==> src/rtl/instruction_fetch_unit.sv <==
// instruction_fetch_unit: RV32IM IF stage with PC, imem handshake, IF/ID register,
// one-entry stall skid buffer and branch redirects that may land mid-fetch.
module instruction_fetch_unit #(
    parameter logic [31:0] RESET_PC  = 32'h00000000,
    parameter logic [31:0] NOP_INSTR = 32'h00000013
) (
    input  logic        CLK,
    input  logic        RESET,
    input  logic        STALL,
    input  logic        BRANCH_TAKEN,
    input  logic [31:0] BRANCH_TARGET,
    output logic        IMEM_READ,
    output logic [31:0] IMEM_ADDRESS,
    input  logic [31:0] IMEM_READDATA,
    input  logic        IMEM_BUSYWAIT,
    output logic [31:0] INSTRUCTION,
    output logic [31:0] PC_OUT,
    output logic [31:0] PC_PLUS4,
    output logic        VALID
);
    localparam logic [1:0] FETCH    = 2'd0;
    localparam logic [1:0] HOLD     = 2'd1;
    localparam logic [1:0] REDIRECT = 2'd2;
    logic [1:0]  state;
    logic        rst_q;
    logic [31:0] pc, pend_target, buf_instr, buf_pc;
    logic        fc;
    logic [31:0] target;
    assign IMEM_READ    = !rst_q && state != HOLD;
    assign IMEM_ADDRESS = pc;
    assign fc           = IMEM_READ && !IMEM_BUSYWAIT;
    assign target       = {BRANCH_TARGET[31:2], 2'b00};
    always_ff @(posedge CLK) begin
        rst_q <= RESET;
        if (RESET) begin
            pc          <= RESET_PC;
            state       <= FETCH;
            pend_target <= '0;
            buf_instr   <= NOP_INSTR;
            buf_pc      <= '0;
            INSTRUCTION <= NOP_INSTR;
            PC_OUT      <= '0;
            PC_PLUS4    <= 32'd4;
            VALID       <= 1'b0;
        end else if (BRANCH_TAKEN) begin
            INSTRUCTION <= NOP_INSTR;
            VALID       <= 1'b0;
            // a pending fetch must keep its address until memory answers
            if (IMEM_READ && IMEM_BUSYWAIT) begin
                pend_target <= target;
                state       <= REDIRECT;
            end else begin
                pc    <= target;
                state <= FETCH;
            end
        end else begin
            case (state)
                FETCH: begin
                    if (STALL) begin
                        if (fc) begin
                            buf_instr <= IMEM_READDATA;
                            buf_pc    <= pc;
                            pc        <= pc + 32'd4;
                            state     <= HOLD;
                        end
                    end else if (fc) begin
                        INSTRUCTION <= IMEM_READDATA;
                        PC_OUT      <= pc;
                        PC_PLUS4    <= pc + 32'd4;
                        VALID       <= 1'b1;
                        pc          <= pc + 32'd4;
                    end else begin
                        INSTRUCTION <= NOP_INSTR;
                        VALID       <= 1'b0;
                    end
                end
                HOLD: begin
                    if (!STALL) begin
                        INSTRUCTION <= buf_instr;
                        PC_OUT      <= buf_pc;
                        PC_PLUS4    <= buf_pc + 32'd4;
                        VALID       <= 1'b1;
                        state       <= FETCH;
                    end
                end
                default: begin
                    INSTRUCTION <= NOP_INSTR;
                    VALID       <= 1'b0;
                    if (fc) begin
                        pc    <= pend_target;
                        state <= FETCH;
                    end
                end
            endcase
        end
    end
endmodule
==> config.mk <==
export PLATFORM = sky130hd
export DESIGN_NAME = instruction_fetch_unit
export DESIGN_NICKNAME = d
export VERILOG_FILES = /design/src/rtl/instruction_fetch_unit.sv
export SDC_FILE = /design/constraint.sdc
export NUM_CORES = 1
export LEC_CHECK = 0
export CORE_MARGIN = 1.5
export CORE_UTILIZATION = 54
export CTS_BUF_LIST = sky130_fd_sc_hd__clkbuf_8
export DETAILED_ROUTE_END_ITERATION = 12
export PLACE_DENSITY = 0.82
export SYNTH_ARGS = -nofsm -noshare
export SYNTH_HDL_FRONTEND = slang
export SYNTH_SLANG_ARGS = --single-unit
==> constraint.sdc <==
create_clock -name CLK -period 2.5 [get_ports CLK]
set_clock_uncertainty 0.15 [all_clocks]
set_input_delay 0.5 -clock CLK [delete_from_list [all_inputs] [get_ports CLK]]
set_output_delay 0.5 -clock CLK [all_outputs]
set_load 0.02 [all_outputs]
After elaboration in Yosys (flattened, before gate mapping). Index checks and enable logic that the tools add are counted.

Equal/unequal tests: 10. Reduce and logical (&&, ||, !) cells: 16. Mux-type cells: 27. Bitwise operators: 1. Add/sub/neg operators: 2.

Operator list (count): 2-to-1 mux 32 bit (12); case mux 32 bit (2 select lines) (4); adder 32 x 3 -> 32 bit, second input constant (2); 2-to-1 mux 2 bit (6); inequality test 2 bit, second input constant (5); inequality test 3 bit, second input constant (3); AND reduction 4 bit (2); AND reduction 5 bit (1); case mux 2 bit (2 select lines) (1); AND reduction 2 bit (2); nonzero test 2 bit (2); logical AND 1 bit (3); 2-to-1 mux 1 bit (3); AND reduction 3 bit (1); nonzero test 3 bit (1); == test 2 x 1 -> 1 bit, second input constant (1); logical NOT 1 bit (2); logical NOT 2 bit (1); inequality test 2 x 1 -> 1 bit, second input constant (1); case mux 1 bit (2 select lines) (1); OR reduction 2 bit (1); NOT 1 bit (1).

Bits in registers: 226. Input port bits: 69. Logic and storage cells: 66.

Logic depth before layout (Yosys ltp).
Depth after elaboration: 7. Depth in mapped cells: 8.

Least setup slack after synthesis. Ideal clock, no wire load.

Path kind: register to register. Start point: register pc[2], in the netlist IMEM_ADDRESS[2]. End point: register pc[26], in the netlist IMEM_ADDRESS[26]. Period minus slack after synthesis: 2.393 ns. Stages on the path, launching flop included: 7. Path buffers: 0. Arrival time: 2.166 ns. Setup time: 0.077 ns. Slack: 0.107 ns. Required time: 2.273 ns. Cell sequence: dfxtp_1 ha_1 nand3_2 or3_4 nor3_4 or4b_1 a41oi_2.

Word-level cells in the longest chain between the ends: 4.

Ends and longest elaborated chain: start, declared (RTL line 26) `logic [31:0] pc, pend_target, buf_instr, buf_pc;`; start signal, assigned (RTL line 53) `pc <= target;`; start signal, assigned (RTL line 63) `pc <= pc + 32'd4;`; start signal, assigned (RTL line 71) `pc <= pc + 32'd4;`; adder 32 x 3 -> 32 bit (RTL line 63, 71); 2-to-1 mux 32 bit (RTL line 60, 66); case mux 32 bit (2 select lines) (RTL line 57) `case (state)`; 2-to-1 mux 32 bit (RTL line 45) `end else if (BRANCH_TAKEN) begin`.

No other way between the ends. The select of a mux whose other input is x is not followed. A chain may end at the register's enable or synchronous reset.

Final worst setup path.
Start point: register pc[27], in the netlist IMEM_ADDRESS[27]. End point: output port IMEM_ADDRESS[27].

RTL lines: end, declared (RTL line 13) `output logic [31:0] IMEM_ADDRESS,`.

No word-level cell between the ends.

==> impl_summary.txt <==
----------------------------------------------------
[Yosys]
  Syn Area/Cell ... 7.69 µm²
  Main combinational cell family by area after synthesis ... simple AND/OR/NAND/NOR gates
  Multiplexer share of the synthesized area ... 1.35%
  Proportion of register bits with asynchronous set or reset after synthesis ... 0%
  Synthesized-area fraction occupied by ao, oa, aoi and oai cells ... 19.6%
  Count of yosys warnings during synthesis ... 0
  Dominant synthesized flop cell ... sky130_fd_sc_hd__dfxtp_1
  Count of state elements after synthesis ... 218
  Post-synth cell types ... 65
  Adder-cell share of the synthesized area ... 0.238%
  Simple-gate portion of the synthesized area ... 28.7%
  Number of flops mapped to enable cells by yosys ... 0
  Xor/xnor share of the synthesized area ... 2.92%
  Share of synthesized area occupied by flip-flops and latches ... 41.5%
  Synth Cell Area ... 0.0105 mm²
  Synth Instances ... 1367

[Placement]
  Estimated wirelength of the detail-placed design ... 23500 µm
  Total placed cells including tap cells ... 1781
  Input/output buffers ... 190
  Area post-placement ... 0.0130 mm²
  Final weighted congestion in routability-driven placement ... 0.949

[Detailed routing]
  Initial DRC Count ... 1243
  Met2 routed wirelength ... 15300 µm
  Routed Wire Length ... 33600 µm
  Uppermost layer routed ... met4
  Met3 routed WL ... 3750 µm
  Post-route DRC ... 0
  Post-DR vias/cell ... 5.98
  First-pass iteration count of the detailed router ... 6
  Post-route ant nets ... 0
  Routed metal-1 wire length ... 13800 µm
  Via total after detailed routing ... 11000
  DR WL/cell ... 18.2 µm

[Job]
  Number of maximum-capacitance violations ... 0

[Hold path]
  Class of the most critical hold timing path ... input port to flop
  Depth of the worst hold-timing path ... 3

[Pwr]
  Peak VDD IR ... 0.000449 V
  Power per cell area ... 592 mW/mm²
  Leakage ... 4.85 nW

[Setup path]
  Cell at the slowest stage of the critical path ... sky130_fd_sc_hd__clkdlybuf4s50_1
  Cell family with the largest share of critical-path delay ... buffers and inverters
  Startpoint-to-endpoint class of the critical path ... flop to primary output
  Path depth of the worst reg2reg path ... 6
  Highest net fanout along the worst path ... 9
  Delay of the slowest critical-path stage ... 0.71 ns
  Kind of launch point of the worst setup path ... flop
  Data required time of the critical path ... 1.85 ns
  Endpoint kind of the worst setup timing path ... primary output
  Worst Path Buf+Inv ... 1
  Number of stages on the worst setup path ... 1
  List of cells traversed by the critical path ... clkdlybuf4s50_1
  Signal arrival time at the worst endpoint ... 1.79 ns

[Global route]
  First-pass GRT wire length ... 52200 µm
  Overflow left after global routing ... 0
  Pin count of the biggest net entering global routing ... 65
  Vias in the first global route ... 10000
  GRT Overall Usage ... 32.4%
  Number of antenna violations at the first check in global routing ... 0

[STA]
  RSZ-0062 raised after global routing ... no
  Final setup violation count ... 0
  Crit share post-route ... 97.4%
  Final slew viol count ... 0
  Final hold vios ... 0
  Transition at the pin with the smallest max-transition slack ... 0.600 ns
  Remaining max-slew budget at the tightest pin ... 60.0%
  Time the worst path needs with I/O delays and setup ... 2.44 ns
  Achievable clock frequency ... 0.411 GHz
  Total Negative Setup Slacks ... 0 ns

[Finish]
  Post-layout instance count excluding filler cells ... 1846
  Fraction of layout instances using a drive strength above 1 ... 10.8%
  Area growth from synthesis to final layout ... 30.6%
  Antenna diodes ... 0
  Nets ... 1632
  Cell area after layout ... 0.0137 mm²

[Clock tree]
  Worst-Skew Late Latency ... 0.54 ns
  CTS Sinks ... 218
  TritonCTS clock tree ... done
  Inserted Clock Buffers ... 38
  Buffer type at the clock tree root ... sky130_fd_sc_hd__clkbuf_8
  Longest Clk Path Bufs ... 3
  CTS Hold Buffers Added ... 0
  Number of setup buffers added after CTS ... 0
  Register clock-pin slew on the reported worst setup and hold paths ... 0.06 ns
  H-tree Lvls ... 2

[Floorplanning]
  Die outline height ... 143 µm
  Starting Density ... 55.6%
  Number of top-level pins ... 199
  Die Wd ... 143 µm
  Area of the die ... 0.0203 mm²
  Standard-cell rows ... 50
  Core region area ... 0.0189 mm²

[Outcome]
  Result of the run ... finished, final reports clean

----------------------------------------------------
[cells in the mapped netlist, types with 23 or more instances]
master	n	area share, %
sky130_fd_sc_hd__o21ai_0	31	1.5
sky130_fd_sc_hd__a21oi_1	118	5.6
sky130_fd_sc_hd__nand3_1	34	1.6
sky130_fd_sc_hd__clkbuf_1	92	3.3
sky130_fd_sc_hd__dfxtp_1	218	42
sky130_fd_sc_hd__nor2_1	80	2.9
sky130_fd_sc_hd__buf_2	23	1.1
sky130_fd_sc_hd__a311oi_1	36	3.0
sky130_fd_sc_hd__a221oi_1	31	2.6
sky130_fd_sc_hd__nor3_1	47	2.2
sky130_fd_sc_hd__nor2b_1	31	1.8
sky130_fd_sc_hd__nand2_1	338	12
[placed cells by master (no fill, tap or decap), types with 13 or more instances in the layout]
cell type	count
sky130_fd_sc_hd__a21oi_1	118
sky130_fd_sc_hd__nand3_1	33
sky130_fd_sc_hd__nor2_1	78
sky130_fd_sc_hd__nand2_1	338
sky130_fd_sc_hd__nor4_1	14
sky130_fd_sc_hd__a311oi_1	36
sky130_fd_sc_hd__and3_1	21
sky130_fd_sc_hd__nor3_1	46
sky130_fd_sc_hd__clkbuf_8	47
sky130_fd_sc_hd__nand4_1	20
sky130_fd_sc_hd__nor2b_1	30
sky130_fd_sc_hd__buf_4	87
sky130_fd_sc_hd__a221oi_1	31
sky130_fd_sc_hd__xnor2_1	21
sky130_fd_sc_hd__clkdlybuf4s50_1	186
sky130_fd_sc_hd__o211ai_1	16
sky130_fd_sc_hd__dfxtp_1	216
sky130_fd_sc_hd__inv_1	24
sky130_fd_sc_hd__mux2i_1	13
sky130_fd_sc_hd__o21ai_0	31
sky130_fd_sc_hd__and4_1	13
sky130_fd_sc_hd__xor2_1	14
[metal layers]
metal	GRT usage, %	up-vias
li1	-	5210
met1	44.2	5074
met2	51.1	678
met3	6.73	70
met4	11.2	0
met5	0	-
[kinds of logic (layout without fill, tap and decap cells)]
kind of cell    count (synthesis)  after routing
fa+ha+maj                       2              2
other cells                     1              6
compound gates                306            306
mux                            14             14
xor+xnor                       35             35
flops                         218            218
simple gates                  648            648
buf+inv                       143            357
[stage by stage]
step	setup slack, ns	hold WS [ns]	utilization, %	power, mW
final	0.0644	0.211	72.7	8.13
after global routing	0.0349	0.210	72.7	8.41
after CTS	0.0407	0.192	72.7	8.13
after detailed placement	-0.0182	0.293	68.7	4.94
after global placement	0.0309	0.288	68.7	4.91
after floorplan	0.107	0.282	-	4.38
[power breakdown]
part	switching (mW)	internal, mW
Combinational	0.706	0.510
Sequential	0.0882	3.60
Clock	1.43	1.80
[what timing repair did]
| item | in CTS | in global routing |
|---|---|---|
| setup endpoints to repair | 2 | 1 |
| gates resized for setup | 3 | 1 |
| gates cloned | 0 | 0 |
[registers in the layout, indices dropped and copies added, names as in the netlist]
signal,cells
IMEM_ADDRESS,30
rst_q,1
buf_pc,30
buf_instr,32
pend_target,30
PC_OUT,30
state,2
PC_PLUS4,30
VALID,1
INSTRUCTION,32
[cell type report]
| cell class | count | area, µm² |
|---|---|---|
| timing repair buffer | 281 | 2630 |
| sequential | 218 | 4370 |
| multi-input combinational | 1011 | 5610 |
| tap | 260 | 325 |
| clock buffer | 47 | 647 |
| clock inverter | 18 | 106 |
| fill | 1493 | 5160 |
| inverter | 11 | 41.3 |
[path summary, 6_finish.rpt]
check | endpoint | slack, ns | start
max | IMEM_ADDRESS[27] | 0.06 | IMEM_ADDRESS[27]
min | buf_instr[4] | 0.21 | RESET
max reg2reg | IMEM_ADDRESS[26] | 0.15 | IMEM_ADDRESS[2]
min reg2reg | pend_target[29] | 0.30 | pend_target[29]
Power figures use the tool's default switching activity.
